--- config.mk ---
export PLATFORM = sky130hd
export DESIGN_NAME = shift4_load_ctrl_flat
export DESIGN_NICKNAME = d
export VERILOG_FILES = /design/src/rtl/shift4_load_ctrl_if.sv /design/src/rtl/shift4_load_ctrl.sv /design/src/flat_wrapper.sv
export SDC_FILE = /design/constraint.sdc
export NUM_CORES = 1
export LEC_CHECK = 0
export CORE_MARGIN = 4
export CORE_UTILIZATION = 48
export CTS_CLUSTER_DIAMETER = 50
export DETAILED_ROUTE_END_ITERATION = 16
export PLACE_DENSITY_LB_ADDON = 0.25
export SYNTH_ARGS = -nofsm -noshare
export SYNTH_HDL_FRONTEND = slang
export SYNTH_SLANG_ARGS = --single-unit
--- constraint.sdc ---
create_clock -name clk -period 2 [get_ports clk]
set_input_delay 0.4 -clock clk [delete_from_list [all_inputs] [get_ports clk]]
set_output_delay 0.4 -clock clk [all_outputs]
set_load 0.02 [all_outputs]
--- src/rtl/shift4_load_ctrl_if.sv ---
// Word-source and shift-register bus of the shift4_load_ctrl sequencer.
// Optional err signal is present when SHIFT4_VERIFY_EN is defined.
interface shift4_load_ctrl_if #(parameter int WIDTH = 4);
    logic [WIDTH-1:0] in_data;
    logic             in_valid;
    logic             in_ready;
    logic             sr_d;
    logic             sr_shift;
    logic             sr_clr;
    logic [WIDTH-1:0] sr_q;
    logic             busy;
    logic             done;
`ifdef SHIFT4_VERIFY_EN
    logic             err;

    modport master (output in_data, in_valid, sr_q,
                    input  in_ready, sr_d, sr_shift, sr_clr, busy, done, err);
    modport slave  (input  in_data, in_valid, sr_q,
                    output in_ready, sr_d, sr_shift, sr_clr, busy, done, err);
`else
    modport master (output in_data, in_valid, sr_q,
                    input  in_ready, sr_d, sr_shift, sr_clr, busy, done);
    modport slave  (input  in_data, in_valid, sr_q,
                    output in_ready, sr_d, sr_shift, sr_clr, busy, done);
`endif
endinterface

--- src/rtl/shift4_load_ctrl.sv ---
// Serial loader for a falling-edge SIPO register: accept word, optional clear, shift MSB-first, pulse done.
// Define SHIFT4_VERIFY_EN to add the err readback comparator.
module shift4_load_ctrl #(
    parameter int WIDTH    = 4,
    parameter int DO_CLEAR = 1
) (
    input  logic                 clk,
    input  logic                 r,
    shift4_load_ctrl_if.slave    bus
);
    localparam int CW = $clog2(WIDTH) + 1;
    localparam int IW = $clog2(WIDTH);
    localparam logic [CW-1:0] LAST = CW'(WIDTH - 1);

    typedef enum logic [1:0] {IDLE, CLEAR, SHIFT, DONE} state_t;

    state_t            state;
    logic [WIDTH-1:0]  word;
    logic [CW-1:0]     cnt;
    logic [CW-1:0]     nxt_idx;
    logic              sr_d_q, sr_shift_q, sr_clr_q, busy_q, done_q;

    // bit to present on the next SHIFT cycle (only used while cnt < LAST)
    assign nxt_idx = CW'(WIDTH - 2) - cnt;

    assign bus.in_ready = (state == IDLE) && !r;
    assign bus.sr_d     = sr_d_q;
    assign bus.sr_shift = sr_shift_q;
    assign bus.sr_clr   = sr_clr_q;
    assign bus.busy     = busy_q;
    assign bus.done     = done_q;

`ifdef SHIFT4_VERIFY_EN
    logic err_q;
    assign bus.err = err_q;
`else
    logic unused_sr_q;
    assign unused_sr_q = ^bus.sr_q;
`endif

    always_ff @(posedge clk or posedge r) begin
        if (r) begin
            state      <= IDLE;
            word       <= '0;
            cnt        <= '0;
            sr_d_q     <= 1'b0;
            sr_shift_q <= 1'b0;
            sr_clr_q   <= 1'b1;
            busy_q     <= 1'b0;
            done_q     <= 1'b0;
`ifdef SHIFT4_VERIFY_EN
            err_q      <= 1'b0;
`endif
        end else begin
            case (state)
                IDLE: begin
                    sr_clr_q   <= 1'b0;
                    sr_shift_q <= 1'b0;
                    sr_d_q     <= 1'b0;
                    done_q     <= 1'b0;
                    if (bus.in_valid) begin
                        word   <= bus.in_data;
                        cnt    <= '0;
                        busy_q <= 1'b1;
`ifdef SHIFT4_VERIFY_EN
                        err_q  <= 1'b0;
`endif
                        if (DO_CLEAR != 0) begin
                            state    <= CLEAR;
                            sr_clr_q <= 1'b1;
                        end else begin
                            state      <= SHIFT;
                            sr_shift_q <= 1'b1;
                            sr_d_q     <= bus.in_data[WIDTH-1];
                        end
                    end
                end
                CLEAR: begin
                    state      <= SHIFT;
                    sr_clr_q   <= 1'b0;
                    sr_shift_q <= 1'b1;
                    sr_d_q     <= word[WIDTH-1];
                end
                SHIFT: begin
                    if (cnt == LAST) begin
                        state      <= DONE;
                        sr_shift_q <= 1'b0;
                        sr_d_q     <= 1'b0;
                        done_q     <= 1'b1;
                    end else begin
                        cnt    <= cnt + 1'b1;
                        sr_d_q <= word[nxt_idx[IW-1:0]];
                    end
                end
                DONE: begin
                    state  <= IDLE;
                    done_q <= 1'b0;
                    busy_q <= 1'b0;
`ifdef SHIFT4_VERIFY_EN
                    err_q  <= (bus.sr_q != word);
`endif
                end
                default: state <= IDLE;
            endcase
        end
    end
endmodule

--- src/flat_wrapper.sv ---
// flat-port wrapper written by rule: the top's interface ports become plain ports
module shift4_load_ctrl_flat 
#(
    parameter int WIDTH    = 4,
    parameter int DO_CLEAR = 1
)
  (clk, r, bus_in_data, bus_in_valid, bus_sr_q, bus_in_ready, bus_sr_d, bus_sr_shift, bus_sr_clr, bus_busy, bus_done);
  shift4_load_ctrl_if #(.WIDTH(WIDTH)) bus_i ();
  input  logic clk;
  input  logic r;
  input wire logic [$bits(bus_i.in_data)-1:0] bus_in_data;
  input wire logic [$bits(bus_i.in_valid)-1:0] bus_in_valid;
  input wire logic [$bits(bus_i.sr_q)-1:0] bus_sr_q;
  output wire logic [$bits(bus_i.in_ready)-1:0] bus_in_ready;
  output wire logic [$bits(bus_i.sr_d)-1:0] bus_sr_d;
  output wire logic [$bits(bus_i.sr_shift)-1:0] bus_sr_shift;
  output wire logic [$bits(bus_i.sr_clr)-1:0] bus_sr_clr;
  output wire logic [$bits(bus_i.busy)-1:0] bus_busy;
  output wire logic [$bits(bus_i.done)-1:0] bus_done;
  assign bus_i.in_data = bus_in_data;
  assign bus_i.in_valid = bus_in_valid;
  assign bus_i.sr_q = bus_sr_q;
  assign bus_in_ready = bus_i.in_ready;
  assign bus_sr_d = bus_i.sr_d;
  assign bus_sr_shift = bus_i.sr_shift;
  assign bus_sr_clr = bus_i.sr_clr;
  assign bus_busy = bus_i.busy;
  assign bus_done = bus_i.done;
  shift4_load_ctrl #(.WIDTH(WIDTH), .DO_CLEAR(DO_CLEAR)) u_core (.clk(clk), .r(r), .bus(bus_i));
endmodule
After elaboration in Yosys (flattened, before gate mapping). Cells that the tools add are included.

Bits in registers: 14. Bits of input ports: 11.

Equality and inequality tests: 7. Mux-type cells: 18. Magnitude comparators: 1. Reduce and logical (&&, ||, !) cells: 15. Add/sub/neg operators: 2.

Operator list (number): AND reduction 2 bit (5); one-hot mux 2 bit (4 select lines) (1); nonzero test 2 bit (4); two-way mux 1 bit (6); two-way mux 3 bit (2); one-hot mux 1 bit (2 select lines) (3); one-hot mux 1 bit (3 select lines) (2); one-hot mux 3 bit (2 select lines) (1); == test 2 bit, second input constant (2); two-way mux 2 bit (2); != test 2 bit, second input constant (2); adder 3 x 1 -> 3 bit, second input constant (1); == test 3 x 2 -> 1 bit, second input constant (1); < comparator 2 x 3 -> 1 bit, second input constant (1); AND reduction 3 bit (1); nonzero test 3 bit (1); binary-select mux 1 bit (select 2 bit) (1); == test 2 x 1 -> 1 bit, second input constant (1); zero test 2 bit (1); != test 2 x 1 -> 1 bit, second input constant (1); OR reduction 2 bit (1); subtractor 2 bit, first input constant (1); logical AND 1 bit (1); zero test 1 bit (1).

Longest topological paths before layout. Gate-level depths: netlist of the first run.

Word-level depth: 5. Mapped depth: 6. Gate-level depth less buffers: 5.

Least setup slack after synthesis of the first run. No wires, ideal clock.

Kind: register to register. Start point: register u_core.cnt[0]. End point: register u_core.state[1]. Buffers on the path: 0. Arrival time: 1466 ps. Setup time: 125 ps. Path slack: 408 ps. Clock period less this slack: 1592 ps. Stages on the path, launching flop included: 6. Cell sequence: dfrtp_1 ha_1 ha_1 and2b_4 nor2_2 mux2_4.

Word-level cells in the longest chain between the ends: 3.

RTL lines: start: declaration (line shift4_load_ctrl.sv:19) `logic [CW-1:0] cnt;`; start signal: assignment (line shift4_load_ctrl.sv:91) `cnt <= cnt + 1'b1;`; == test 3 x 2 -> 1 bit (line shift4_load_ctrl.sv:85) `if (cnt == LAST) begin`; != test 2 x 1 -> 1 bit (no source line); AND reduction 2 bit (no source line); end signal: assignment (line shift4_load_ctrl.sv:79) `state <= SHIFT;`; end signal: assignment (line shift4_load_ctrl.sv:86) `state <= DONE;`; end signal: assignment (line shift4_load_ctrl.sv:96) `state <= IDLE;`; end: declaration (line shift4_load_ctrl.sv:17) `state_t state;`.

Every way passes these cells. A chain may end at the register's enable or synchronous reset.

Worst setup path in the final report of the first run.
Start point: register u_core.sr_clr_q, in the netlist u_core.bus.sr_clr. End point: output port bus_sr_clr.

RTL lines: start: declaration (line shift4_load_ctrl.sv:21) `logic sr_d_q, sr_shift_q, sr_clr_q, busy_q, done_q;`; start signal: assignment (line shift4_load_ctrl.sv:48) `sr_clr_q <= 1'b1;`; start signal: assignment (line shift4_load_ctrl.sv:57) `sr_clr_q <= 1'b0;`; start signal: assignment (line shift4_load_ctrl.sv:70) `sr_clr_q <= 1'b1;`; end: declaration (line flat_wrapper.sv:17) `output wire logic [$bits(bus_i.sr_clr)-1:0] bus_sr_clr;`.

No word-level cell between the ends.

==> flow_summary_export.csv, run 1 <==
group,metric,value,unit
logic_synthesis,yosysTopAreaCell,"dfrtp_1",
setup_path,ff2ff_setup_slack,0.24,ns
setup_path,critPathMaxFanout,2,
power,power_density,1670,mW/mm^2
setup_path,cp_slowest_cell,"clkdlybuf4s50_1",
route,wl_met2,743,microns
route,drc,0,
sta,skew,0.00776,ns
clock_tree,clock_sinks,14,
route,post_drt_wl_per_cell,15.0,microns
logic_synthesis,synth_seq_cells,14,
final_layout,post-route-util,0.631,
setup_path,critPathKind,"flop to output port",
final_layout,nets,105,
placement,io_buffer_count,12,
run,max_cap_viol_count,0,
die,die-area,0.00233,sq mm
setup_path,critical_path.endpoint_type,"output port",
route,wl_met3,44,microns
logic_synthesis,synth_edf_count,0,
final_layout,antennaDiodeCount,0,
sta,setup_viol,0,
setup_path,worst_setup_path_start_kind,"flop",
global_route,grt_max_degree,15,
die,io_pins,17,
route,drt_first_pass_iters,4,
setup_path,cp_num_buf_inv,1,
logic_synthesis,synth_most_common_cell,"dfrtp_1",
clock_tree,clk_latency,0.28,ns
global_route,grt.total_usage,0.155,
sta,slew_headroom,0.636,
global_route,grt_pass1_wl,2380,microns
logic_synthesis,synthTopCellsByArea,"dfrtp_1 42%, ha_1 11%, mux2_2 5.8%, mux2_4 3.9%, dfstp_2 3.4%",
global_route,grt-ovfl-total,0,
clock_tree,h-tree-depth,1,
logic_synthesis,synthCells,68,
logic_synthesis,synth_commonest_cells,"13 x dfrtp_1, 7 x ha_1, 7 x inv_1",
logic_synthesis,async_flop_share,1.00,
setup_path,required,1.60,ns
logic_synthesis,yosys.area.top_type_share,0.418,
final_layout,fillers,122,
sta,tightest_slew,0.545,ns
die,die_width,48.3,microns
clock_tree,cts-root-buf,"clkbuf_4",
status,status,"complete, no violations",
final_layout,drive_gt1_frac,0.233,
sta,tns,0,ns
power,p_total,1.60,mW
route,ant_nets,0,
route,top_layer_used,"met4",
setup_path,slowest_delay,0.60,ns
die,rows,14,
clock_tree,cts_inserted_buffers,3,
placement,dp_hpwl,1170,microns
setup_path,critPathTopFamily,"buffers and inverters",
route,routed_via_density,5.47,
worst_hold_path,worst_hold_path_type,"flop to flop",
clock_tree,cts_tree,"yes",
clock_tree,clk_pin_slew_worst_paths,0.08,ns
logic_synthesis,syn_avg_cell_area,11.4,sq um
logic_synthesis,syn_nets,86,
clock_tree,cts_buffer_depth,2,
die,core-area,0.00152,sq mm
placement,globalplace.congestion,0.801,
die,die_h,48.3,microns
setup_path,crit_arrival,1.41,ns
clock_tree,post-cts-setup-buffers,0,
logic_synthesis,synth_cell_types,27,
power,peakVddDrop,824,uV
logic_synthesis,synth-main-ff-cell,"dfrtp_1",
route,drtIter0Drc,7,
setup_path,path_cells,"clkdlybuf4s50_1",
route,wl_met1,711,microns
die,initial_core_util,0.511,
sta,min_period,1.81,ns
sta,rsz0062_at_grt,"no",
sta,slew_viol_final,0,
global_route,grt_pass1_vias,548,
global_route,antenna_found_initial,0,
route,drt-total-wl,1530,microns
logic_synthesis,ys_warn_count,0,
sta,clock.fmax,0.551,GHz
sta,holdWs,0.493,ns
route,vias,558,
power,leakage,0.451,nW
logic_synthesis,synth.yosys.seq_area_share,0.452,
logic_synthesis,syn_area,778,sq um
final_layout,syn2layout_area_growth,23.5,%
sta,finalCritPeriodShare,0.907,
sta,hold_viol,0,
layout make-up:
cell class,instances,area [sq um],area share
Multi-Input combinational cell,46,395,0.411
Clock buffer,4,26.3,0.0273
Sequential cell,14,352,0.366
Tap cell,16,20.0,0.0208
Inverter,7,26.3,0.0273
Timing Repair Buffer,15,141,0.147
power breakdown:
part	leakage [nW]	switching, mW	internal, mW
combinational	0.264	0.431	0.493
clock	0.0150	0.0934	0.0774
sequential	0.172	0.0865	0.422
per-stage QoR:
step	worst slack, ns	std cells	cell area [sq um]
after floorplan	0.408	68	778
after global placement	0.0661	98	936
after detailed placement	0.0574	98	936
after CTS	0.173	102	961
after global routing	0.111	102	961
final	0.186	102	961
registers in the layout, indices dropped and copies added (netlist names):
name and cells:
u_core.word 4, u_core.cnt 3, u_core.state 2, u_core.bus.busy 1, u_core.bus.done 1, u_core.bus.sr_clr 1, u_core.bus.sr_d 1, u_core.bus.sr_shift 1
what timing repair did:
action                     4_1_cts  5_1_grt
gates resized for setup          1        0
hold buffers                     0        0
setup endpoints to repair        1        0
cell families (layout without fill, tap and decap cells):
family / Yosys count / in the layout / share of synthesized area
AO/OA/AOI/OAI: 15 / 15 / 0.135
multiplexers: 8 / 8 / 0.138
flip-flops: 14 / 14 / 0.452
buffers and inverters: 8 / 26 / 0.0402
AND/OR/NAND/NOR: 16 / 16 / 0.122
adder cells (fa/ha/maj): 7 / 7 / 0.113
worst paths after layout:
check / from / to / cells past startpoint
setup / recovery: u_core.bus.sr_clr / bus_sr_clr / 1
setup reg to reg: u_core.cnt[0] / u_core.bus.sr_shift / 5
min in group asynchronous: r / u_core.cnt[1] / 2
hold / removal: u_core.bus.sr_clr / u_core.bus.sr_clr / 2
max in group asynchronous: r / u_core.bus.sr_clr / 2
hold reg to reg: u_core.bus.sr_clr / u_core.bus.sr_clr / 2
layout by cell type, fill, tap and decap left out, types with 3 or more instances in the layout:
cell type         n
clkdlybuf4s50_1  11
dfrtp_1          13
mux2_2            4
clkbuf_4          3
o21ai_0           4
inv_1             7
nand2_1           4
buf_4             3
ha_1              7
layer usage:
metal / vias up / track usage
met4: 0 / 0.0968
met5: - / 0
met2: 8 / 0.255
met1: 271 / 0.189
met3: 4 / 0.0221
li1: 275 / -
No activity file was read; power rests on OpenSTA's default activity.
==> run 2: changes to the inputs <==
Settings changed: CORE_UTILIZATION 48 to 43, PLACE_DENSITY set to 0.78, PLACE_DENSITY_LB_ADDON 0.25 to not set.
Clock period 2 ns to 1.6 ns, I/O delays scaled along.
==> run 2 against run 1 <==
Critical path depth unchanged. Sequential share of layout area down 4.2 points. Routed wire length up 9.4%. Largest cell class unchanged.
==> flow_summary_export.csv, run 2 (same netlist as run 1, synthesis figures left out) <==
group,metric,value,unit
status,status,"complete, no violations",
die,die_width,50.5,microns
setup_path,slowest_delay,0.60,ns
setup_path,cp_num_buf_inv,1,
route,drc,0,
setup_path,critPathTopFamily,"buffers and inverters",
clock_tree,clk_latency,0.29,ns
final_layout,syn2layout_area_growth,39.5,%
sta,hold_viol,0,
route,drt-total-wl,1670,microns
placement,globalplace.congestion,0.778,
final_layout,nets,114,
clock_tree,clk_pin_slew_worst_paths,0.09,ns
clock_tree,cts_hold_buffers,0,
setup_path,crit_arrival,1.23,ns
global_route,grt.total_usage,0.154,
placement,place_area,0.00101,sq mm
final_layout,post-route-util,0.629,
global_route,grt_max_degree,15,
global_route,grt-ovfl-total,0,
sta,setup_slack,0.0453,ns
sta,skew,0.00437,ns
final_layout,regMostFlops,"u_core.word",
sta,clock.fmax,0.643,GHz
power,leakage,0.538,nW
sta,tightest_slew,0.553,ns
clock_tree,clock_sinks,14,
route,post_drt_wl_per_cell,13.9,microns
setup_path,worst_setup_path_start_kind,"flop",
run,max_cap_viol_count,0,
die,io_pins,17,
sta,rsz0062_at_grt,"no",
final_layout,drive_gt1_frac,0.379,
global_route,antenna_found_initial,0,
placement,dp_hpwl,1240,microns
final_layout,post-route-cell-area,0.00109,sq mm
clock_tree,h-tree-depth,1,
sta,setup_viol,0,
route,vias,625,
global_route,grt_pass1_wl,2880,microns
placement,io_buffer_count,12,
clock_tree,cts_inserted_buffers,3,
die,die-area,0.00255,sq mm
setup_path,path_cells,"clkdlybuf4s50_1",
power,p_total,2.27,mW
setup_path,critPathKind,"flop to output port",
sta,slew_headroom,0.631,
die,core-area,0.00173,sq mm
final_layout,layout_common_cells,"13 x buf_4, 13 x dfrtp_1, 7 x clkdlybuf4s50_1, 6 x inv_1",
clock_tree,post-cts-setup-buffers,0,
setup_path,cp_slowest_cell,"clkdlybuf4s50_1",
placement,place_ws,-0.180,ns
final_layout,antennaDiodeCount,0,
power,power_density,2090,mW/mm^2
sta,holdWs,0.418,ns
sta,min_period,1.55,ns
route,ant_nets,0,
sta,finalCritPeriodShare,0.972,
setup_path,critPathMaxFanout,2,
final_layout,largestRegisters,"u_core.word: 4 flops, u_core.cnt: 3 flops, u_core.state: 2 flops",
sta,slew_viol_final,0,
worst_hold_path,worst_hold_path_type,"input pin to asynchronous set/reset pin",
power,peakVddDrop,932,uV
clock_tree,cts_buffer_depth,2,
setup_path,critical_path.endpoint_type,"output port",
die,die_h,50.5,microns
die,rows,15,
setup_path,required,1.28,ns
global_route,grt_pass1_vias,674,
clock_tree,cts-root-buf,"clkbuf_4",
route,drt_first_pass_iters,6,
final_layout,largest_register_ffs,4,
clock_tree,ctsResizeCount,7,
clock_tree,cts_tree,"yes",
route,drtIter0Drc,10,
route,routed_via_density,5.21,
die,initial_core_util,0.451,
==> run 2: cell count changes in the layout (fill, tap and decap cells not counted), sizes merged <==
cell / previous run / this run
clkdlybuf4s50: 11 / 7
dlygate4sd2: 1 / 2
dlymetal6s2s: 0 / 2
buf: 3 / 13
==> run 2: worst reg2reg max path, stage by stage (launching register included) <==
cell	delay (ns)
dfrtp_1	0.42
ha_4	0.18
ha_4	0.18
and2b_4	0.30
nor2_2	0.05
mux2_4	0.29
==> run 2: path summary, 6_finish.rpt <==
kind	from	to	slack, ns	cells after the start
min in group clk	u_core.bus.sr_clr	u_core.bus.sr_clr	0.49	2
worst max register to register	u_core.cnt[1]	u_core.bus.sr_shift	0.06	5
worst min register to register	u_core.bus.sr_clr	u_core.bus.sr_clr	0.49	2
worst max-delay path	u_core.bus.busy	bus_busy	0.05	1
max in group asynchronous	r	u_core.bus.sr_clr	0.81	2
worst min-delay path	r	u_core.bus.done	0.42	2
==> run 2: stage by stage <==
| stage | TNS, ns | cells |
|---|---|---|
| finish | 0 | 120 |
| global route | 0 | 120 |
| CTS | 0 | 120 |
| detailed placement | -0.284 | 116 |
| global placement | -0.188 | 116 |
| floorplan | 0 | 68 |
==> run 2: routing by layer <==
layer / vias up / track usage / routed length [microns]
met3: 5 / 0.0534 / 80
li1: 295 / - / -
met1: 311 / 0.179 / 731
met5: - / 0 / 0
met2: 14 / 0.257 / 831
met4: 0 / 0.0628 / 26
==> run 2: final cells by class <==
class	count	area (sq um)
Sequential cell	14	352
Tap cell	25	31.3
Timing Repair Buffer	24	210
Clock buffer	4	36.3
Fill cell	152	641
Inverter	7	26.3
Multi-Input combinational cell	46	430
==> run 2: power by group <==
part / internal (mW) / total (mW) / switching [mW]
clock: 0.139 / 0.263 / 0.124
combinational: 0.758 / 1.38 / 0.623
sequential: 0.528 / 0.624 / 0.0965
total: 1.42 / 2.27 / 0.843
==> run 3: changes to the inputs <==
Settings changed: CAP_MARGIN set to 20, SLEW_MARGIN set to 20.
==> results of run 3 <==
No change in the layout: final DEF, timing and power equal those of run 2.
